## src/rtl/neokeon_pkg.sv

```systemverilog
// neokeon_pkg: shared state encoding, round count and round-constant rules
// for the Neokeon-128 round controller.
package neokeon_pkg;

    localparam int NR = 16;
    localparam logic [7:0] RC_INIT_ENC = 8'h80;
    localparam logic [7:0] RC_INIT_DEC = 8'hD4;
    localparam logic [7:0] RC_POLY     = 8'h1B;

    typedef enum logic [2:0] {
        IDLE,
        LOAD,
        KEYPREP,
        ROUND,
        FINAL,
        WRITE,
        DONE
    } stateT;

    function automatic logic [7:0] rcFwd(input logic [7:0] rc);
        return {rc[6:0], 1'b0} ^ (rc[7] ? RC_POLY : 8'h00);
    endfunction

    // Exact inverse of rcFwd, so decryption walks the same constants backwards.
    function automatic logic [7:0] rcRev(input logic [7:0] rc);
        return rc[0] ? (((rc ^ RC_POLY) >> 1) | 8'h80) : (rc >> 1);
    endfunction

endpackage

```

## src/rtl/neokeon_rc_gen.sv

```systemverilog
// neokeon_rc_gen: round-constant register, preset on load and stepped
// forward (encrypt) or backward (decrypt) once per round.
module neokeon_rc_gen
    import neokeon_pkg::*;
(
    input  logic       clk,
    input  logic       rst,
    input  logic       load,
    input  logic       step,
    input  logic       rev,
    output logic [7:0] rc
);

    always_ff @(posedge clk or posedge rst)
        if (rst)
            rc <= 8'h00;
        else if (load)
            rc <= rev ? RC_INIT_DEC : RC_INIT_ENC;
        else if (step)
            rc <= rev ? rcRev(rc) : rcFwd(rc);

endmodule

```

## src/rtl/neokeon_round_ctrl.sv

```systemverilog
// neokeon_round_ctrl: sequences load, optional key prep, NR rounds, output
// transform and data-out write for the Neokeon core; all outputs registered.
module neokeon_round_ctrl
    import neokeon_pkg::*;
(
    input  logic       inClk,
    input  logic       inRst,
    input  logic       inStart,
    input  logic       inMode,
    output logic       outLoad,
    output logic       outKeyPrep,
    output logic       outRoundEn,
    output logic       outFinal,
    output logic       outDecrypt,
    output logic [7:0] outRc,
    output logic [4:0] outRound,
    output logic       outWrOut,
    output logic       outBusy,
    output logic       outDone
);

    stateT      state;
    logic [4:0] round;
    logic       rcLoad;
    logic       rcStep;
    logic       rcDir;

    // The constant is preset on the accepting edge so it is already valid in LOAD.
    assign rcLoad   = (state == IDLE) && inStart;
    assign rcStep   = (state == ROUND);
    assign rcDir    = (state == IDLE) ? inMode : outDecrypt;
    assign outRound = round;

    neokeon_rc_gen rcGen (
        .clk (inClk),
        .rst (inRst),
        .load(rcLoad),
        .step(rcStep),
        .rev (rcDir),
        .rc  (outRc)
    );

    always_ff @(posedge inClk or posedge inRst)
        if (inRst) begin
            state      <= IDLE;
            round      <= 5'd0;
            outLoad    <= 1'b0;
            outKeyPrep <= 1'b0;
            outRoundEn <= 1'b0;
            outFinal   <= 1'b0;
            outWrOut   <= 1'b0;
            outDone    <= 1'b0;
            outBusy    <= 1'b0;
            outDecrypt <= 1'b0;
        end else begin
            outLoad    <= 1'b0;
            outKeyPrep <= 1'b0;
            outRoundEn <= 1'b0;
            outFinal   <= 1'b0;
            outWrOut   <= 1'b0;
            outDone    <= 1'b0;
            case (state)
                IDLE:
                    if (inStart) begin
                        state      <= LOAD;
                        outLoad    <= 1'b1;
                        outBusy    <= 1'b1;
                        outDecrypt <= inMode;
                    end
                LOAD:
                    if (outDecrypt) begin
                        state      <= KEYPREP;
                        outKeyPrep <= 1'b1;
                    end else begin
                        state      <= ROUND;
                        outRoundEn <= 1'b1;
                    end
                KEYPREP: begin
                    state      <= ROUND;
                    outRoundEn <= 1'b1;
                end
                ROUND:
                    if (round == 5'(NR - 1)) begin
                        state    <= FINAL;
                        round    <= 5'd0;
                        outFinal <= 1'b1;
                    end else begin
                        round      <= round + 5'd1;
                        outRoundEn <= 1'b1;
                    end
                FINAL: begin
                    state    <= WRITE;
                    outWrOut <= 1'b1;
                end
                WRITE: begin
                    state   <= DONE;
                    outDone <= 1'b1;
                end
                DONE: begin
                    state      <= IDLE;
                    outBusy    <= 1'b0;
                    outDecrypt <= 1'b0;
                end
                default: state <= IDLE;
            endcase
        end

endmodule
```

## config.mk

```make
export PLATFORM = sky130hd
export DESIGN_NAME = neokeon_round_ctrl
export DESIGN_NICKNAME = d
export VERILOG_FILES = /design/src/rtl/neokeon_pkg.sv /design/src/rtl/neokeon_rc_gen.sv /design/src/rtl/neokeon_round_ctrl.sv
export SDC_FILE = /design/constraint.sdc
export NUM_CORES = 1
export LEC_CHECK = 0
export BUFFER_PORTS_ARGS = -buffer_cell sky130_fd_sc_hd__clkbuf_2
export CAP_MARGIN = 20
export CORE_ASPECT_RATIO = 1.5
export CORE_UTILIZATION = 30
export DETAILED_ROUTE_END_ITERATION = 6
export HOLD_SLACK_MARGIN = 0.06
export PLACE_DENSITY_LB_ADDON = 0.25
export REMOVE_ABC_BUFFERS = 1
export SYNTH_ARGS = -nofsm -noshare
export SYNTH_HDL_FRONTEND = slang
export SYNTH_SLANG_ARGS = --single-unit
```

## constraint.sdc

```tcl
create_clock -name inClk -period 2.1 [get_ports inClk]
set_input_delay 0.105 -clock inClk [delete_from_list [all_inputs] [get_ports inClk]]
set_output_delay 0.105 -clock inClk [all_outputs]
set_load 0.02 [all_outputs]
```

==> metrics.md, run 1 <==
| Metric | Value |
|---|---|
| Status | `complete, no violations` |
| WS Path Type | `reg2reg` |
| RSZ-0062 raised after global routing | `false` |
| Vias per cell | `roughly 5.0` |
| CP max FO | `18` |
| Sw Ratio | `approximately 45%` |
| Ordered cell list for the critical path | `nor3_4, mux2i_4, mux2i_1, o21ai_0` |
| Die width | `54.9 µm` |
| CTS Buf Count | `3` |
| DRC viols | `0` |
| Post-DP HPWL | `between 1500 and 2000 µm` |
| Fin crit share | `about four fifths` |
| DRT Wirelength | `approximately 2600 µm` |
| F_max | `between 0.5 and 0.6 GHz` |
| Worst path slowest cell | `dfrtp_1` |
| VDD IR max | `roughly 0.66 mV` |
| Top-level port count | `25` |
| Mean post-synth cell area | `approximately 10 µm²` |
| WL/cell | `between 10 and 15 µm` |
| Crit path required time | `roughly 2300 ps` |
| Final setup fails | `0` |
| Layout cell share with drive strength beyond 1 | `26.0%` |
| Arrival time worst endpoint | `about 1900 ps` |
| Synthesis Warnings | `0` |
| Initial antenna violation count | `0` |
| Largest net degree at the start of global routing | `25` |
| Hold Startpoint | `inMode` |
| Area Growth Syn to Fin | `15.3%` |
| Post-synth EDFFs | `0` |
| Initial Utilization | `31.6%` |
| Startpoint Class | `register` |
| Total gr overflow | `0` |
| Least-Margin Pin Slew | `about 560 ps` |
| Post-DRT Antenna Nets | `0` |
| PD cells | `around 1600 nW/µm²` |
| Hold Vio Cnt, Final | `0` |
| Worst setup startpoint | `state[0]$_DFFE_PP0P_` |
| Clk buf depth | `2` |
| R2R setup slack | `approximately 400 ps` |
| Reg-to-Reg End | `rcGen.rc[1]$_DFFE_PP0P_` |
| Sw Pwr | `1.06 mW` |
| Row cnt | `28` |
| Leading cell types in the layout, fill and taps excluded | `clkbuf_2, dfrtp_1, nand2_1` |
| GP Congestion | `between 0.7 and 0.8` |
| WP buf/inv | `0` |
| Clk_skew | `approximately 1.8 ps` |
| Clk_lat worst skew | `about 270 ps` |
| Ys flop type | `dfrtp_1` |
| Clk sinks | `24` |
| TritonCTS clock tree | `done` |
| Sequential share of power | `about two fifths` |
| Antenna diodes | `0` |
| Endpoint type of the worst setup path | `register` |
| Initial DRC Count | `10` |
| Die Ht | `81.4 µm` |
| Hold path cells | `3` |
| Die ar. | `about 4500 µm²` |
| Clock-pin transition on the worst setup and hold timing paths | `90 ps` |
| Worst setup margin | `between 300 and 400 ps` |
| Normalized max-slew margin | `roughly 62%` |
| FFs w/ async S/R, synth | `100%` |
| Worst hold path class | `in2reg` |
| TritonRoute pass-1 iters | `4` |
| Cell family with most CP delay | `multiplexers` |
| H-tree depth | `1` |
| Max-Cap Viols | `0` |
| Place WS | `a little over 400 ps` |
| Combinational share of power | `47.1%` |
| Clk pwr share | `roughly 14%` |
| Post-synthesis cell type count | `between 40 and 50` |
| Post-CTS setup buffers | `0` |
| Setup TNS | `0 ps` |
| Overall global routing resource usage | `between 10% and 20%` |
| Worst r2r src | `state[0]$_DFFE_PP0P_` |
| Leakage | `just under 0.7 nW` |
| Cell Area, Synth | `approximately 1300 µm²` |
| Final Critical Period | `between 1500 and 2000 ps` |
| Internal power | `around 1.3 mW` |
| Worst reg2reg path depth | `4` |
| Number of global-route vias before repair | `between 900 and 1k` |
| Post-synthesis register bit count | `24` |
| Max stage delay on crit path | `590 ps` |
| Mapped Cells | `125` |
| Worst Hold Path EP | `rcGen.rc[2]$_DFFE_PP0P_` |
| Via Count | `between 900 and 1k` |
| PortBufs | `24` |
| Core Box Area | `around 4000 µm²` |
| Fin nets | `roughly 150` |
| First-pass GRT wire length | `~4300 µm` |
| Sequential share of the synthesized area | `between 40% and 50%` |
| Clock Tree Root | `clkbuf_8` |
| Slew Viols, Final | `0` |
power by group through the flow:
stage	combinational [mW]	sequential, mW	clock (mW)
global placement	1.08	0.909	0
finish	1.10	0.905	0.325
CTS	1.11	0.908	0.335
global route	1.22	0.944	0.351
detailed placement	1.10	0.917	0
floorplan	0.641	1.03	0
flip-flops by register name (all words and copies together) (netlist names):
name,flops
rcGen.rc,8
state,3
outLoad,1
outBusy,1
outFinal,1
outDecrypt,1
outRoundEn,1
outDone,1
outKeyPrep,1
outRound,5
outWrOut,1
through the flow:
step	instance area [µm²]	hold slack, ps	power, mW	std cells	utilization, %
2_1_floorplan	1200	120	1.67	115	-
3_3_place_gp	1390	149	1.99	186	34.8
3_5_place_dp	1390	161	2.02	186	34.8
4_1_cts	1450	191	2.36	191	36.4
5_1_grt	1450	209	2.51	191	36.4
6_report	1450	190	2.33	191	36.4
kinds of logic after synthesis:
kind of cell	synth area share, %
AND/OR/NAND/NOR	19.6
multiplexers	5.75
XOR/XNOR	4.17
AO/OA/AOI/OAI	15.6
adder cells (fa/ha/maj)	0.992
flip-flops	47.6
buffers and inverters	6.25
synth_stat cells, types with 3 or more instances:
| cell | number | share of area [%] |
|---|---|---|
| nand2_1 | 12 | 3.6 |
| clkbuf_1 | 5 | 1.5 |
| mux2i_1 | 5 | 4.0 |
| xor2_1 | 3 | 2.1 |
| inv_1 | 4 | 1.2 |
| o21ai_1 | 4 | 1.6 |
| nor2_1 | 9 | 2.7 |
| nor2b_1 | 3 | 1.5 |
| dfrtp_1 | 24 | 48 |
| a21oi_1 | 9 | 3.6 |
| nor3_1 | 3 | 1.2 |
| xnor2_1 | 3 | 2.1 |
| o21ai_0 | 9 | 3.6 |
layout make-up:
class                      count  area, µm²
clock buffer                   4       55.1
fill                         430       2540
inverter                       4       15.0
multi-input combinational     87        582
sequential                    24        601
tap                           45       56.3
timing repair buffer          27        145
metal layers:
layer	part of all wire [%]	track usage [%]	wire length (µm)
met4	1.8	6.50	46
met3	2.7	2.22	71
met2	50	21.9	1310
met1	45	16.9	1170
met5	0	0	0
repair_timing:
action / in CTS / in global routing
gates resized for setup: 0 / 0
hold endpoints to repair: 24 / 0
hold buffers: 1 / 0
worst max-delay path by stage:
stage	to	slack (ps)	cells after the start
floorplan	rcGen.rc[7]$_DFFE_PP0P_	510	4
global placement	rcGen.rc[7]$_DFFE_PP0P_	440	4
detailed placement	rcGen.rc[1]$_DFFE_PP0P_	410	4
CTS	rcGen.rc[1]$_DFFE_PP0P_	390	4
global route	rcGen.rc[6]$_DFFE_PP0P_	230	4
finish	rcGen.rc[1]$_DFFE_PP0P_	400	4
worst register-to-register path: cells and delay by family, from the launching register on:
family | cells | cell delay [ps]
flip-flops | 1 | 590
AO/OA/AOI/OAI | 1 | 100
multiplexers | 2 | 640
AND/OR/NAND/NOR | 1 | 260
Power figures use the tool's default switching activity.
==> run 2, diff against run 1 <==
==> constraint.sdc (replaced) <==
create_clock -name inClk -period 1.45 [get_ports inClk]
set_input_delay 0.0725 -clock inClk [delete_from_list [all_inputs] [get_ports inClk]]
set_output_delay 0.0725 -clock inClk [all_outputs]
set_load 0.02 [all_outputs]
==> run 2 against run 1 <==
The run now ends with setup timing left. Die area unchanged. Flip-flop and latch count unchanged. Sequential share of layout area is 4.5 points lower. Routed wire length is 12% higher. Sequential power rose by 35%. First-iteration DRC count is 120% higher. Utilization up 4.5 points. Count of clock-buffer cells in the layout down 1. Maximum frequency increased by 12%. Critical path type unchanged.
==> metrics.md, run 2 (same netlist as run 1, synthesis figures left out) <==
| Metric | Value |
|---|---|
| Largest reg by FF count | `rcGen.rc (unchanged)` |
| Die Ht | `81.4 µm (unchanged)` |
| Worst hold path class | `in2reg (unchanged)` |
| Worst Hold Path EP | `rcGen.rc[4]$_DFFE_PP0P_ (was rcGen.rc[2]$_DFFE_PP0P_)` |
| Placed Cells | `201 (was 186)` |
| Clock Tree Root | `clkbuf_8 (unchanged)` |
| Core Box Area | `3990 µm² (unchanged)` |
| Endpoint type of the worst setup path | `register (unchanged)` |
| Non-Filler Instances | `208 (was 191)` |
| CP max FO | `7 (was 18)` |
| Top-level port count | `25 (unchanged)` |
| Area Growth Syn to Fin | `29.7% (was 15.3%)` |
| Fin nets | `169 (was 152)` |
| Worst reg2reg path depth | `4 (unchanged)` |
| Routing usage on met3 | `2.04% (was 2.22%)` |
| Final Critical Period | `1520 ps (was 1700 ps)` |
| Normalized max-slew margin | `77.1% (was 62.4%)` |
| Hold Vio Cnt, Final | `0 (unchanged)` |
| Slew Viols, Final | `0 (unchanged)` |
| Leading cell types in the layout, fill and taps excluded | `clkbuf_2, dfrtp_1, buf_4 (was clkbuf_2, dfrtp_1, nand2_1)` |
| PD cells | `2350 nW/µm² (was 1600 nW/µm²)` |
| Clock-pin transition on the worst setup and hold timing paths | `90 ps (about the same)` |
| Antenna diodes | `0 (unchanged)` |
| WS Path Type | `reg2reg (unchanged)` |
| Number of flip-flops in the largest register | `8 (unchanged)` |
| Fin crit share | `105% (was 81.0%)` |
| Number of global-route vias before repair | `1061 (was 910)` |
| Max-Cap Viols | `0 (unchanged)` |
| Worst setup margin | `-73.3 ps (was 399 ps)` |
| Row cnt | `28 (unchanged)` |
| R2R setup slack | `-70 ps (was 400 ps)` |
| Worst r2r src | `state[2]$_DFFE_PP0P_ (was state[0]$_DFFE_PP0P_)` |
| Commonest non-fill, non-tap cell in the layout | `clkbuf_2` |
| PortBufs | `24 (unchanged)` |
| Largest net degree at the start of global routing | `25 (unchanged)` |
| Hold path cells | `3 (unchanged)` |
| GP Congestion | `0.776 (was 0.779)` |
| First-pass GRT wire length | `4840 µm (was 4340 µm)` |
| Startpoint Class | `register (unchanged)` |
| TritonCTS clock tree | `done (unchanged)` |
| Status | `complete, but fails checks (was complete, no violations)` |
| Reg-to-Reg End | `rcGen.rc[3]$_DFFE_PP0P_ (was rcGen.rc[1]$_DFFE_PP0P_)` |
| DRT Wirelength | `2920 µm (was 2600 µm)` |
| Clk sinks | `24 (unchanged)` |
| Crit path required time | `1620 ps (was 2250 ps)` |
| H-tree depth | `1 (unchanged)` |
| CTS Buf Count | `3 (unchanged)` |
| Final setup fails | `6 (was 0)` |
| Total gr overflow | `0 (unchanged)` |
| Clk_skew | `3.57 ps (was 1.79 ps)` |
| TritonRoute pass-1 iters | `4 (unchanged)` |
| DRC viols | `0 (unchanged)` |
| Layout cell share with drive strength beyond 1 | `36.8% (was 26.0%)` |
| Fin util | `40.9% (was 36.4%)` |
| F_max | `0.656 GHz (was 0.588 GHz)` |
| Post-DP HPWL | `2150 µm (was 1890 µm)` |
| Post-DRT Antenna Nets | `0 (unchanged)` |
| Clk_lat worst skew | `270 ps (about the same)` |
| Die width | `54.9 µm (unchanged)` |
| Place WS | `-70.1 ps (was 410 ps)` |
| VDD IR max | `1.01 mV (was 0.657 mV)` |
| Setup TNS | `-311 ps (was 0 ps)` |
| Failing checks | `setup timing` |
| RSZ-0062 raised after global routing | `true (was false)` |
| Via Count | `1056 (was 952)` |
| Global Route met2 Usage | `24.2% (was 21.9%)` |
| Clk buf depth | `2 (unchanged)` |
| Initial antenna violation count | `0 (unchanged)` |
| Leakage | `0.785 nW (was 0.686 nW)` |
| WL/cell | `14.0 µm (was 13.6 µm)` |
| Arrival time worst endpoint | `1690 ps (was 1850 ps)` |
| Hold Startpoint | `inMode (unchanged)` |
| Initial Utilization | `31.6% (unchanged)` |
| Met1 GRT Util | `18.2% (was 16.9%)` |
| Vias per cell | `5.08 (was 4.98)` |
| Die ar. | `4470 µm² (unchanged)` |
| Initial DRC Count | `22 (was 10)` |
| Overall global routing resource usage | `14.9% (was 13.5%)` |
| Top Usage Layer GRT | `met2 (unchanged)` |
| Fillers | `413 (was 430)` |
| Least-Margin Pin Slew | `336 ps (was 565 ps)` |
[run 2: layout make-up]
type | count | area [µm²] | area share [%]
Clock buffer | 3 | 41.3 | 2.52
Clock inverter | 1 | 30.0 | 1.84
Inverter | 4 | 15.0 | 0.918
Multi-Input combinational cell | 87 | 607 | 37.1
Sequential cell | 24 | 602 | 36.8
Tap cell | 45 | 56.3 | 3.44
Timing Repair Buffer | 44 | 284 | 17.4
[run 2: worst max-delay path, stage by stage, from the launching register on]
cell and delay [ps]:
dfrtp_1 430, nor3_4 250, mux2i_4 410, mux2i_1 250, o21ai_1 80
[run 2: where the power goes]
part / leakage, nW / total, mW / internal, mW / switching (mW)
sequential: 0.288 / 1.22 / 0.913 / 0.311
clock: 0.0357 / 0.606 / 0.370 / 0.237
combinational: 0.461 / 2.01 / 0.905 / 1.11
[run 2: what timing repair did]
action / CTS / global route
setup endpoints to repair: 7 / 11
hold buffers: 1 / 0
pin swaps: 3 / 1
setup buffers: 2 / 1
resized for setup: 5 / 6
endpoints found under the hold margin: 24 / 0
[run 2: worst max-delay path by stage]
stage | start | end | cells after the start
2_1_floorplan | state[2]$_DFFE_PP0P_ | rcGen.rc[7]$_DFFE_PP0P_ | 4
3_3_place_gp | state[2]$_DFFE_PP0P_ | rcGen.rc[2]$_DFFE_PP0P_ | 5
3_5_place_dp | state[2]$_DFFE_PP0P_ | rcGen.rc[5]$_DFFE_PP0P_ | 4
4_1_cts | state[2]$_DFFE_PP0P_ | rcGen.rc[5]$_DFFE_PP0P_ | 4
5_1_grt | state[2]$_DFFE_PP0P_ | rcGen.rc[1]$_DFFE_PP0P_ | 4
6_report | state[2]$_DFFE_PP0P_ | rcGen.rc[3]$_DFFE_PP0P_ | 4
[run 2: stage by stage]
stage / total power [mW] / hold WS (ps) / cell area [µm²]
after floorplan: 2.42 / 87.1 / 1200
after global placement: 3.09 / 118 / 1500
after detailed placement: 3.13 / 126 / 1500
after CTS: 3.80 / 149 / 1610
after global routing: 4.14 / 168 / 1640
final: 3.84 / 155 / 1640
[run 2: per-layer routing]
metal | part of all wire [%] | wire [µm]
met5 | 0 | 0
met4 | 2.3 | 68
met3 | 3.5 | 102
met2 | 52 | 1510
met1 | 43 | 1240
